--- src/rtl/fetch_redirect_ctrl.sv ---
// Fetch PC sequencer for the stage0 fetch datapath.
// Owns the fetch PC, the execute/writeback epochs, fence/sfence sequencing
// and redirects that must wait behind a pending (unaccepted) fetch request.
module fetch_redirect_ctrl #(
    parameter int              XLEN       = 64,
    parameter logic [XLEN-1:0] RESET_PC   = 64'h1000,
    parameter int              INST_BYTES = 4
) (
    input  logic            CLK,
    input  logic            RST_N,
    input  logic            wb_flush_valid,
    input  logic [XLEN-1:0] wb_flush_pc,
    input  logic            wb_flush_fence,
    input  logic            wb_flush_sfence,
    input  logic            ex_redirect_valid,
    input  logic [XLEN-1:0] ex_redirect_pc,
    input  logic            bpu_pred_valid,
    input  logic            bpu_pred_taken,
    input  logic [XLEN-1:0] bpu_pred_target,
    output logic            fetch_req_valid,
    input  logic            fetch_req_ready,
    output logic [XLEN-1:0] fetch_req_pc,
    output logic [1:0]      fetch_req_epoch,
    output logic            fence_valid,
    output logic            sfence_valid,
    input  logic            fence_done,
    output logic            eepoch,
    output logic            wepoch
);

    typedef enum logic [2:0] {
        ST_BOOT   = 3'd0,
        ST_RUN    = 3'd1,
        ST_DRAIN  = 3'd2,
        ST_FENCE  = 3'd3,
        ST_SFENCE = 3'd4
    } state_t;

    state_t          state_q, state_d;
    logic [XLEN-1:0] pc_q, pc_d;
    logic            valid_q, valid_d;
    logic            fence_q, fence_d;
    logic            sfence_q, sfence_d;
    logic            eepoch_q, eepoch_d;
    logic            wepoch_q, wepoch_d;
    logic [1:0]      req_epoch_q, req_epoch_d;
    logic            dly_valid_q, dly_valid_d;
    logic [XLEN-1:0] dly_pc_q, dly_pc_d;
    logic [XLEN-1:0] fence_tgt_q, fence_tgt_d;
    logic            fence_is_s_q, fence_is_s_d;

    logic            fire_s;
    logic            pending_s;
    logic            wb_is_fence_s;

    assign fire_s        = valid_q & fetch_req_ready;
    assign pending_s     = valid_q & ~fetch_req_ready;
    assign wb_is_fence_s = wb_flush_fence | wb_flush_sfence;

    // Next-state, next-PC and epoch computation for every state.
    always_comb begin
        state_d      = state_q;
        pc_d         = pc_q;
        eepoch_d     = eepoch_q;
        wepoch_d     = wepoch_q;
        dly_valid_d  = dly_valid_q;
        dly_pc_d     = dly_pc_q;
        fence_tgt_d  = fence_tgt_q;
        fence_is_s_d = fence_is_s_q;

        case (state_q)
            ST_BOOT: begin
                state_d = ST_RUN;
            end
            ST_RUN: begin
                if (wb_flush_valid) begin
                    // A writeback flush wins over everything, including a
                    // simultaneous execute redirect whose target is dropped.
                    wepoch_d = ~wepoch_q;
                    if (wb_is_fence_s) begin
                        fence_tgt_d  = wb_flush_pc;
                        fence_is_s_d = wb_flush_sfence;
                        dly_valid_d  = 1'b0;
                        if (pending_s) begin
                            state_d = ST_DRAIN;
                        end else begin
                            state_d = wb_flush_sfence ? ST_SFENCE : ST_FENCE;
                        end
                    end else if (pending_s) begin
                        dly_valid_d = 1'b1;
                        dly_pc_d    = wb_flush_pc;
                    end else begin
                        pc_d        = wb_flush_pc;
                        dly_valid_d = 1'b0;
                    end
                end else if (ex_redirect_valid) begin
                    eepoch_d = ~eepoch_q;
                    if (pending_s) begin
                        dly_valid_d = 1'b1;
                        dly_pc_d    = ex_redirect_pc;
                    end else begin
                        pc_d        = ex_redirect_pc;
                        dly_valid_d = 1'b0;
                    end
                end else if (dly_valid_q) begin
                    // Stored redirect replaces the BPU/sequential update once
                    // the stale request has been accepted.
                    if (fire_s) begin
                        pc_d        = dly_pc_q;
                        dly_valid_d = 1'b0;
                    end else begin
                        pc_d = pc_q;
                    end
                end else if (fire_s && bpu_pred_valid && bpu_pred_taken) begin
                    pc_d = bpu_pred_target;
                end else if (fire_s) begin
                    pc_d = pc_q + XLEN'(INST_BYTES);
                end else begin
                    pc_d = pc_q;
                end
            end
            ST_DRAIN: begin
                if (fire_s) begin
                    state_d = fence_is_s_q ? ST_SFENCE : ST_FENCE;
                end else begin
                    state_d = ST_DRAIN;
                end
            end
            ST_FENCE, ST_SFENCE: begin
                if (fence_done) begin
                    state_d = ST_RUN;
                    pc_d    = fence_tgt_q;
                end else begin
                    state_d = state_q;
                end
            end
            default: begin
                state_d = ST_BOOT;
            end
        endcase

        valid_d  = (state_d == ST_RUN) || (state_d == ST_DRAIN);
        fence_d  = (state_d == ST_FENCE);
        sfence_d = (state_d == ST_SFENCE);

        // A held request keeps the tag it was first presented with.
        if (pending_s) begin
            req_epoch_d = req_epoch_q;
        end else begin
            req_epoch_d = {wepoch_d, eepoch_d};
        end
    end

    // State and output registers with synchronous active-low reset.
    always_ff @(posedge CLK) begin
        if (!RST_N) begin
            state_q      <= ST_BOOT;
            pc_q         <= RESET_PC;
            valid_q      <= 1'b0;
            fence_q      <= 1'b0;
            sfence_q     <= 1'b0;
            eepoch_q     <= 1'b0;
            wepoch_q     <= 1'b0;
            req_epoch_q  <= 2'b00;
            dly_valid_q  <= 1'b0;
            dly_pc_q     <= '0;
            fence_tgt_q  <= '0;
            fence_is_s_q <= 1'b0;
        end else begin
            state_q      <= state_d;
            pc_q         <= pc_d;
            valid_q      <= valid_d;
            fence_q      <= fence_d;
            sfence_q     <= sfence_d;
            eepoch_q     <= eepoch_d;
            wepoch_q     <= wepoch_d;
            req_epoch_q  <= req_epoch_d;
            dly_valid_q  <= dly_valid_d;
            dly_pc_q     <= dly_pc_d;
            fence_tgt_q  <= fence_tgt_d;
            fence_is_s_q <= fence_is_s_d;
        end
    end

    assign fetch_req_valid = valid_q;
    assign fetch_req_pc    = pc_q;
    assign fetch_req_epoch = req_epoch_q;
    assign fence_valid     = fence_q;
    assign sfence_valid    = sfence_q;
    assign eepoch          = eepoch_q;
    assign wepoch          = wepoch_q;

endmodule

--- config.mk ---
export PLATFORM = sky130hd
export DESIGN_NAME = fetch_redirect_ctrl
export DESIGN_NICKNAME = d
export VERILOG_FILES = /design/src/rtl/fetch_redirect_ctrl.sv
export SDC_FILE = /design/constraint.sdc
export NUM_CORES = 1
export LEC_CHECK = 0
export ABC_AREA = 1
export BUFFER_PORTS_ARGS = -buffer_cell sky130_fd_sc_hd__clkbuf_2
export CAP_MARGIN = 20
export CORE_ASPECT_RATIO = 1.2
export CORE_MARGIN = 4
export CORE_UTILIZATION = 30
export CTS_CLUSTER_DIAMETER = 50
export DETAILED_ROUTE_END_ITERATION = 10
export PLACE_DENSITY_LB_ADDON = 0.15
export SKIP_CTS_REPAIR_TIMING = 1
export SLEW_MARGIN = 20
export SYNTH_ARGS = -nofsm -noshare
export SYNTH_HDL_FRONTEND = slang
export SYNTH_SLANG_ARGS = --single-unit
--- constraint.sdc ---
create_clock -name CLK -period 3.9 [get_ports CLK]
set_input_delay 0.78 -clock CLK [delete_from_list [all_inputs] [get_ports CLK]]
set_output_delay 0.78 -clock CLK [all_outputs]
set_load 0.02 [all_outputs]
==> results of run 1 <==
[flip-flops by register name, summed over array words and instances (netlist names)]
register / cells
dly_pc_q: 64
fetch_req_epoch: 2
fence_is_s_q: 1
fence_valid: 1
sfence_valid: 1
fetch_req_valid: 1
state_q: 3
fence_tgt_q: 64
fetch_req_pc: 64
eepoch: 1
dly_valid_q: 1
wepoch: 1
[metal layers]
metal	up-vias	routed length, microns
met4	2	2010
met2	452	25500
met3	110	2970
li1	7173	-
met1	6675	22900
met5	-	20
[report_power, final]
group | switching [mW] | leakage (nW) | internal [mW]
Clock | 1.14 | 0.588 | 2.08
Combinational | 0.951 | 4.68 | 0.486
Sequential | 0.215 | 1.66 | 2.26
[area by class of cell]
cell class	instances	share of cell area [%]
timing repair buffer	295	10.2
inverter	126	3.09
tap	539	4.38
clock inverter	18	1.42
clock buffer	44	6.45
antenna	1	0.0163
multi-input combinational	1587	47.9
sequential	204	26.5
[final timing paths]
path | startpoint | end | slack (ns) | cells past startpoint
setup / recovery | fetch_req_pc[3] | fetch_req_pc[46] | 1.53 | 14
hold / removal | fence_tgt_q[50] | fence_tgt_q[50] | 0.45 | 2
setup reg to reg | fetch_req_pc[3] | fetch_req_pc[46] | 1.53 | 14
hold reg to reg | fence_tgt_q[50] | fence_tgt_q[50] | 0.45 | 2
[cell usage after synthesis, types with 9 or more instances]
library cell | count | share of area (%)
a21oi_1 | 187 | 7.5
a221oi_1 | 33 | 2.3
a31oi_1 | 64 | 3.2
buf_2 | 32 | 1.3
clkbuf_1 | 88 | 2.6
dfxtp_1 | 204 | 33
inv_1 | 120 | 3.6
nand2_1 | 582 | 18
nand2_2 | 11 | 0.55
nand3_1 | 76 | 3.0
nand4_1 | 12 | 0.60
nor2_1 | 306 | 9.2
o211ai_1 | 9 | 0.54
o21ai_0 | 209 | 8.4
o21ai_1 | 17 | 0.68
o21bai_1 | 15 | 0.90
or2_2 | 11 | 0.55
xnor2_1 | 15 | 1.1
xor2_1 | 12 | 0.84
[cells by family after synthesis]
family                   after synthesis  share of synthesized area [%]
AO/OA/AOI/OAI                        544                           24.2
XOR/XNOR                              27                           1.90
adder cells (fa/ha/maj)                1                          0.100
buffers and inverters                259                           8.37
flip-flops                           204                           32.7
AND/OR/NAND/NOR                     1015                           32.7
[worst min-delay path: cells and delay by family, from the launching register on]
family                 cells  cell delay, ns
AOI/OAI and AO/OA          1            0.05
buffers and inverters      1            0.06
DFF                        1            0.29
==> summary.md, run 1 <==
| Metric | Value |
|---|---|
| CTS Buf Count | 34 |
| Top_reg_cell synth | dfxtp_1 |
| Pre-CTS WS | just over 1 ns |
| VDD IR max | around 330 uV |
| Tot Pwr | 7.14 mW |
| Routed vias/inst | 5.12 |
| Least-Margin Pin Slew | roughly 1.1 ns |
| Die height | between 200 and 250 microns |
| Number of nets with antenna violations after routing | 0 |
| GR Util met1 | roughly 29% |
| Reg area | between 0.004 and 0.005 sq mm |
| Sequential area share after synthesis | 32.7% |
| Filler cell count | 4,595 |
| Worst skew pair latency | roughly 0.53 ns |
| Mapped Area | approximately 0.012 sq mm |
| Max H-tree Level | 2 |
| Number of global-route vias before repair | around 14,000 |
| Max-Cap Viols | 0 |
| Critical Path AT | about 2.8 ns |
| Crit path required time | 4.29 ns |
| Synthesized flop and latch total | roughly 200 |
| Pre-antenna DRT Iters | 5 |
| Fin area | 0.0154 sq mm |
| Status | complete, no violations |
| Top delay family on crit path | simple AND/OR/NAND/NOR gates |
| Worst Path Max Fanout | 5 |
| Synth async-reset ratio | 0% |
| DP HPWL | about 37,000 microns |
| Post-synth cell types | 40 |
| CP max stage delay | about 0.46 ns |
| Worst setup margin | around 1.5 ns |
| Commonest non-fill, non-tap cell in the layout | nand2_1 |
| Max-slew headroom | around a quarter |
| Fin util | a little under two fifths |
| WS Path Type | register to register |
| Final wirelength | ~53,000 microns |
| Post-synth EDFFs | 0 |
| Initial Util | roughly 30% |
| Clk sink count | 204 |
| Most frequent cells in the layout | nand2_1 (582), nor2_1 (305), clkbuf_2 (270) |
| Crit-path cells | ha_1 -> nand2_2 -> nor2_4 -> nand2_2 -> inv_1 -> nand2_1 -> nor2_1 -> nand3_1 -> nand3_1 -> nand2_1 -> nand2_1 -> nand2_1 -> nand2_1 -> a21oi_1 |
| Final non-filler cell total | between 2,000 and 3,000 |
| Final hold violations | 0 |
| HP Class | register to register |
| CTS Buffer Depth | 3 |
| Worst path most repeated cell | nand2_1 |
| Post-Place Cells | approximately 2,800 |
| Routability congestion estimate | around 1 |
| Met3 usage | roughly 4.2% |
| Syn_nets | 2,253 |
| Multi-input gate area | 0.00737 sq mm |
| Avg Inst Size Synth | ~6.1 sq um |
| Input/output buffers | 272 |
| PD cells | between 400 and 500 mW/mm^2 |
| Worst Setup End Kind | register |
| Synth-to-Final Area Change | 23.4% |
| Die Area | 0.0449 sq mm |
| Final nets | 2,451 |
| DRC | 0 |
| Grt met2 use | roughly 40% |
| # IOs | 273 |
| Layout cells sized above 1 | between 10% and 20% |
| Global-route wire length before repair | ~81,000 microns |
| WL/cell | approximately 19 microns |
| Fin Hold WS | between 0.4 and 0.5 ns |
| Initial antenna violation count | 3 |
| Ys Warns | 0 |
| Tcrit/Tclk final | between 60% and 70% |
| Cells after synthesis | 2,050 |
| CP Launch Type | register |
| Die width | between 150 and 200 microns |
| Fmax | 422 MHz |
| Core area | between 0.04 and 0.05 sq mm |
| Setup TNS | 0 ns |
| Reg clk slew, reported paths | about 0.060 ns |
| Leak pwr | slightly below 7 nW |
| Largest net degree at the start of global routing | between 100 and 150 |
| Drt initial violations | ~900 |
| Final setup fails | 0 |
| Root Buffer | clkbuf_16 |
| CP Buf/Inv Count | 1 |
| Gr usage total | 22.8% |
| Fin crit period | roughly 2.4 ns |
| Crit-path slowest cell | dfxtp_1 |
| Max-slew violations | 0 |
| Worst clock skew | 0.0166 ns |
| Gr busiest metal | met2 |
| Gr ovfl total | 0 |
| DP Area | roughly 0.014 sq mm |
| DR vias | about 14,000 |
| CTS tree | built |
| Unrepaired setup endpoints after global routing | no |
| FP Rows | between 80 and 90 |
Power figures use the tool's default switching activity.
==> run 2, diff against run 1 <==
==> constraint.sdc (replaced) <==
create_clock -name CLK -period 2.4 [get_ports CLK]
set_input_delay 0.48 -clock CLK [delete_from_list [all_inputs] [get_ports CLK]]
set_output_delay 0.48 -clock CLK [all_outputs]
set_load 0.02 [all_outputs]
==> summary.md, run 2 (synthesis results as in run 1) <==
| Metric | Value |
|---|---|
| Worst clock skew | between 0.02 and 0.025 ns |
| WL/cell | slightly below 20 microns |
| Fin crit period | ~2.2 ns |
| Filler cell count | approximately 4,600 |
| Fin Hold WS | around 0.21 ns |
| Worst Setup End Kind | register |
| Largest net degree at the start of global routing | about 80 |
| CP Buf/Inv Count | 0 |
| Final wirelength | approximately 56,000 microns |
| CP Launch Type | register |
| Reg clk slew, reported paths | roughly 0.050 ns |
| Die Area | about 0.045 sq mm |
| Final hold violations | 0 |
| Pre-antenna DRT Iters | 5 |
| Crit-path slowest cell | dfxtp_1 |
| Crit-path cells | ha_1 -> nand2_2 -> nor2_4 -> nand2_2 -> nor2_1 -> nand2_1 -> o21bai_1 -> nand3_1 -> nand2_1 -> nand2_1 -> nand2_1 -> nand2_1 -> a21oi_1 |
| Top delay family on crit path | simple AND/OR/NAND/NOR gates |
| Layout cells sized above 1 | about a fifth |
| Status | complete, no violations |
| Crit path required time | about 2.8 ns |
| Fin util | between 30% and 40% |
| Unrepaired setup endpoints after global routing | no |
| Worst path most repeated cell | nand2_1 |
| Initial Util | around 30% |
| DR vias | 14,706 |
| Worst Path Max Fanout | 5 |
| WS Path Type | register to register |
| CTS tree | built |
| Multi-input gate area | ~0.0074 sq mm |
| Max-Cap Viols | 0 |
| Max H-tree Level | 2 |
| Drt initial violations | 918 |
| Worst r2r path cells | 13 |
| Gr usage total | 23.6% |
| Synth-to-Final Area Change | 27.6% |
| Number of global-route vias before repair | 14,231 |
| Worst skew pair latency | ~0.52 ns |
| HP Class | input pin to register |
| R2r endpoint | fetch_req_pc[36] |
| Tcrit/Tclk final | between 90 and 100% |
| DP HPWL | 40,100 microns |
| Worst setup path startpoint | fetch_req_pc[2] |
| Core area | about 0.04 sq mm |
| Final nets | between 2,000 and 3,000 |
| Clk sink count | around 200 |
| Die height | between 200 and 250 microns |
| DP Area | approximately 0.015 sq mm |
| VDD IR max | between 400 and 500 uV |
| CTS Buf Count | 35 |
| Root Buffer | clkbuf_16 |
| PD cells | 726 mW/mm^2 |
| Input/output buffers | ~270 |
| Number of nets with antenna violations after routing | 0 |
| Routability congestion estimate | slightly above 0.9 |
| Routed vias/inst | roughly 5.1 |
| Fmax | 455 MHz |
| Fin area | ~0.016 sq mm |
| Most frequent cells in the layout | nand2_1 (582), nor2_1 (302), clkbuf_2 (270) |
| Commonest non-fill, non-tap cell in the layout | nand2_1 |
| WP depth | 13 |
| ANT cells | 0 |
| Critical Path AT | about 2.6 ns |
| FP Rows | about 80 |
| Critical Path End | fetch_req_pc[36] |
| Max-slew violations | 0 |
| # IOs | ~270 |
| Global-route wire length before repair | 83,900 microns |
| Tot Pwr | about 12 mW |
| Worst r2r src | fetch_req_pc[2] |
| Least-Margin Pin Slew | roughly 0.66 ns |
| Max-slew headroom | around 56% |
| Initial antenna violation count | 3 |
| Reg area | between 0.004 and 0.005 sq mm |
| Final setup fails | 0 |
| CTS Buffer Depth | 3 |
| Leak pwr | between 7 and 8 nW |
| CP max stage delay | 0.39 ns |
| Setup TNS | 0 ns |
| DRC | 0 |
| Die width | 194 microns |
| Register-to-register setup slack | between 0.2 and 0.25 ns |
| Gr ovfl total | 0 |
==> run 2: cell types whose count changed in the layout (fill, tap and decap cells not counted) <==
cell and delta:
clkbuf_1 -2, bufinv_16 -3, clkinv_2 +3, clkinv_4 +1, nor2_1 -3, nor2_2 +3
inv_6 -3, buf_12 +15, buf_4 +37, diode_2 -1, clkbuf_8 +2, clkinvlp_4 +1
==> run 2: layout make-up <==
cell class / count / area share [%]
clock inverters: 17 / 0.841
multi-input cells: 1587 / 46.4
flip-flops and latches: 204 / 25.7
inverters: 126 / 2.99
repair buffers: 347 / 13.5
well taps: 539 / 4.24
clock buffers: 44 / 6.36
==> run 2: worst min path at each step <==
stage,startpoint,to,depth (start not counted)
4_1_cts,wb_flush_pc[0],fence_tgt_q[0],3
3_3_place_gp,fence_tgt_q[23],fence_tgt_q[23],2
6_report,wb_flush_pc[6],fence_tgt_q[6],3
5_1_grt,wb_flush_pc[4],fence_tgt_q[4],3
3_5_place_dp,fence_tgt_q[10],fence_tgt_q[10],2
2_1_floorplan,fence_tgt_q[10],fence_tgt_q[10],2
==> run 2: through the flow <==
step / instances / setup WS [ns]
floorplan: 2050 / 0.514
global placement: 2803 / 0.235
detailed placement: 2803 / 0.182
CTS: 2864 / 0.132
global route: 2864 / 0.00161
finish: 2864 / 0.201
==> run 2: where the power goes <==
part	internal [mW]	leakage [nW]	switching [mW]	total, mW
combinational	0.930	5.01	1.71	2.64
sequential	3.68	1.66	0.265	3.95
clock	3.10	0.560	1.87	4.96
==> run 2: per-layer routing <==
| layer | wire [microns] | up-vias | track usage, % |
|---|---|---|---|
| met5 | 13 | - | 0 |
| met2 | 27100 | 487 | 41.4 |
| met3 | 3440 | 100 | 4.38 |
| met1 | 23200 | 6834 | 29.2 |
| li1 | - | 7283 | - |
| met4 | 1760 | 2 | 7.67 |
==> run 2: worst register-to-register path, delay by kind of cell, from the launching register on <==
family                     cells  cell delay (ns)
DFF                            1             0.39
adders and majority gates      1             0.23
and+or+nand+nor               10             1.14
AOI/OAI and AO/OA              2             0.35
==> run 3, diff against run 2 <==
--- a/config.mk
+++ b/config.mk
@@ -13,6 +13,7 @@
 export CORE_UTILIZATION = 30
 export CTS_CLUSTER_DIAMETER = 50
 export DETAILED_ROUTE_END_ITERATION = 10
+export MAX_ROUTING_LAYER = met4
 export PLACE_DENSITY_LB_ADDON = 0.15
 export SKIP_CTS_REPAIR_TIMING = 1
 export SLEW_MARGIN = 20
==> summary.md, run 3 (synthesis results as in run 1) <==
| Metric | Value |
|---|---|
| Worst Setup End Kind | register |
| Max H-tree Level | 2 |
| Worst clock skew | roughly 0.021 ns |
| Fin crit period | approximately 2.2 ns |
| Multi-input gate area | roughly 0.0074 sq mm |
| Input/output buffers | between 200 and 300 |
| CTS Buffer Depth | 3 |
| Final nets | 2,504 |
| Fmax | ~460 MHz |
| WS Path Type | register to register |
| Gr usage total | around a quarter |
| WHS Path Cells | 3 |
| Worst skew pair latency | 0.54 ns |
| Core area | 0.0409 sq mm |
| Most frequent cells in the layout | nand2_1 (582), nor2_1 (304), clkbuf_2 (270) |
| Pre-antenna DRT Iters | 5 |
| Final hold violations | 0 |
| Max-Cap Viols | 0 |
| Layout cells sized above 1 | approximately a fifth |
| Root Buffer | clkbuf_16 |
| Least-Margin Pin Slew | just over 0.7 ns |
| Reg clk slew, reported paths | ~0.060 ns |
| WL/cell | between 15 and 20 microns |
| PD cells | between 700 and 800 mW/mm^2 |
| HP Class | input pin to register |
| DR vias | approximately 15,000 |
| Clk sink count | around 200 |
| Worst r2r path cells | 13 |
| Drt initial violations | approximately 1,100 |
| Synth-to-Final Area Change | 27.9% |
| Die height | ~230 microns |
| Crit path required time | approximately 2.8 ns |
| Largest net degree at the start of global routing | 151 |
| Gr ovfl total | 0 |
| Min-delay src | wb_flush_pc[5] |
| Max-slew violations | 0 |
| Die width | just under 200 microns |
| Filler cell count | approximately 4,600 |
| Initial Util | a little under a third |
| CTS tree | built |
| DP HPWL | approximately 40,000 microns |
| Final setup fails | 0 |
| Tcrit/Tclk final | about nine tenths |
| # IOs | approximately 270 |
| Worst r2r src | fetch_req_pc[26] |
| Tot Pwr | around 12 mW |
| Worst setup path startpoint | fetch_req_pc[26] |
| Routed vias/inst | a little over 5 |
| Commonest non-fill, non-tap cell in the layout | nand2_1 |
| DRC | 0 |
| Number of global-route vias before repair | around 14,000 |
| CP Launch Type | register |
| Leak pwr | about 7.2 nW |
| VDD IR max | between 400 and 500 uV |
| Routability congestion estimate | between 0.9 and 1 |
| Reg area | slightly above 0.004 sq mm |
| Unrepaired setup endpoints after global routing | no |
| Setup TNS | 0 ns |
| Worst Path Max Fanout | 5 |
| Die Area | between 0.04 and 0.05 sq mm |
| Critical Path AT | roughly 2.6 ns |
| Number of nets with antenna violations after routing | 0 |
| Status | complete, no violations |
| Fin Hold WS | between 0.15 and 0.2 ns |
| CTS Buf Count | 34 |
| Initial antenna violation count | 4 |
| Final wirelength | 54,800 microns |
| Global-route wire length before repair | 84,000 microns |
| Max-slew headroom | roughly 52% |
| FP Rows | 81 |
[run 3: report_power, final]
group | internal, mW | switching [mW]
combinational | 0.932 | 1.70
clock | 3.37 | 1.87
sequential | 3.68 | 0.251
[run 3: path summary, 6_finish.rpt]
path | end | slack [ns]
hold / removal | fence_tgt_q[5] | 0.20
setup / recovery | fetch_req_pc[61] | 0.23
hold reg to reg | fence_tgt_q[15] | 0.45
setup reg to reg | fetch_req_pc[61] | 0.23
[run 3: final cells by class]
class | count | area share, %
multi-input cells | 1587 | 46.2
flip-flops and latches | 204 | 25.6
clock inverters | 14 | 1.22
inverters | 126 | 2.98
diodes | 4 | 0.0628
repair buffers | 348 | 13.4
clock buffers | 47 | 6.29
well taps | 539 | 4.23
[run 3: layer usage]
metal	vias up	global-route usage (%)	part of all wire [%]
met5	-	-	0
met4	0	9.41	3.9
met3	109	4.09	6.7
met2	557	40.8	48
met1	6736	29.2	41
li1	7276	-	-
[run 3: critical path, stage by stage (launching register included)]
cell	delay, ns
dfxtp_1	0.48
nand2_1	0.13
nor2_1	0.21
nand2_1	0.14
inv_1	0.07
nand2_1	0.05
nor2_1	0.39
nand3_1	0.14
nand3_1	0.15
nand2_1	0.06
nand2_1	0.05
nand2_1	0.05
nand2_1	0.08
a21oi_1	0.06
[run 3: stage by stage]
| stage | setup slack, ns | util (%) | instances | area (sq um) |
|---|---|---|---|---|
| after global routing | 0.0173 | 39.0 | 2869 | 16000 |
| after CTS | 0.0985 | 38.9 | 2863 | 15900 |
| after detailed placement | 0.114 | 35.9 | 2802 | 14700 |
| after global placement | 0.171 | 35.9 | 2802 | 14700 |
| final | 0.227 | 39.0 | 2869 | 16000 |
| after floorplan | 0.514 | - | 2050 | 12500 |
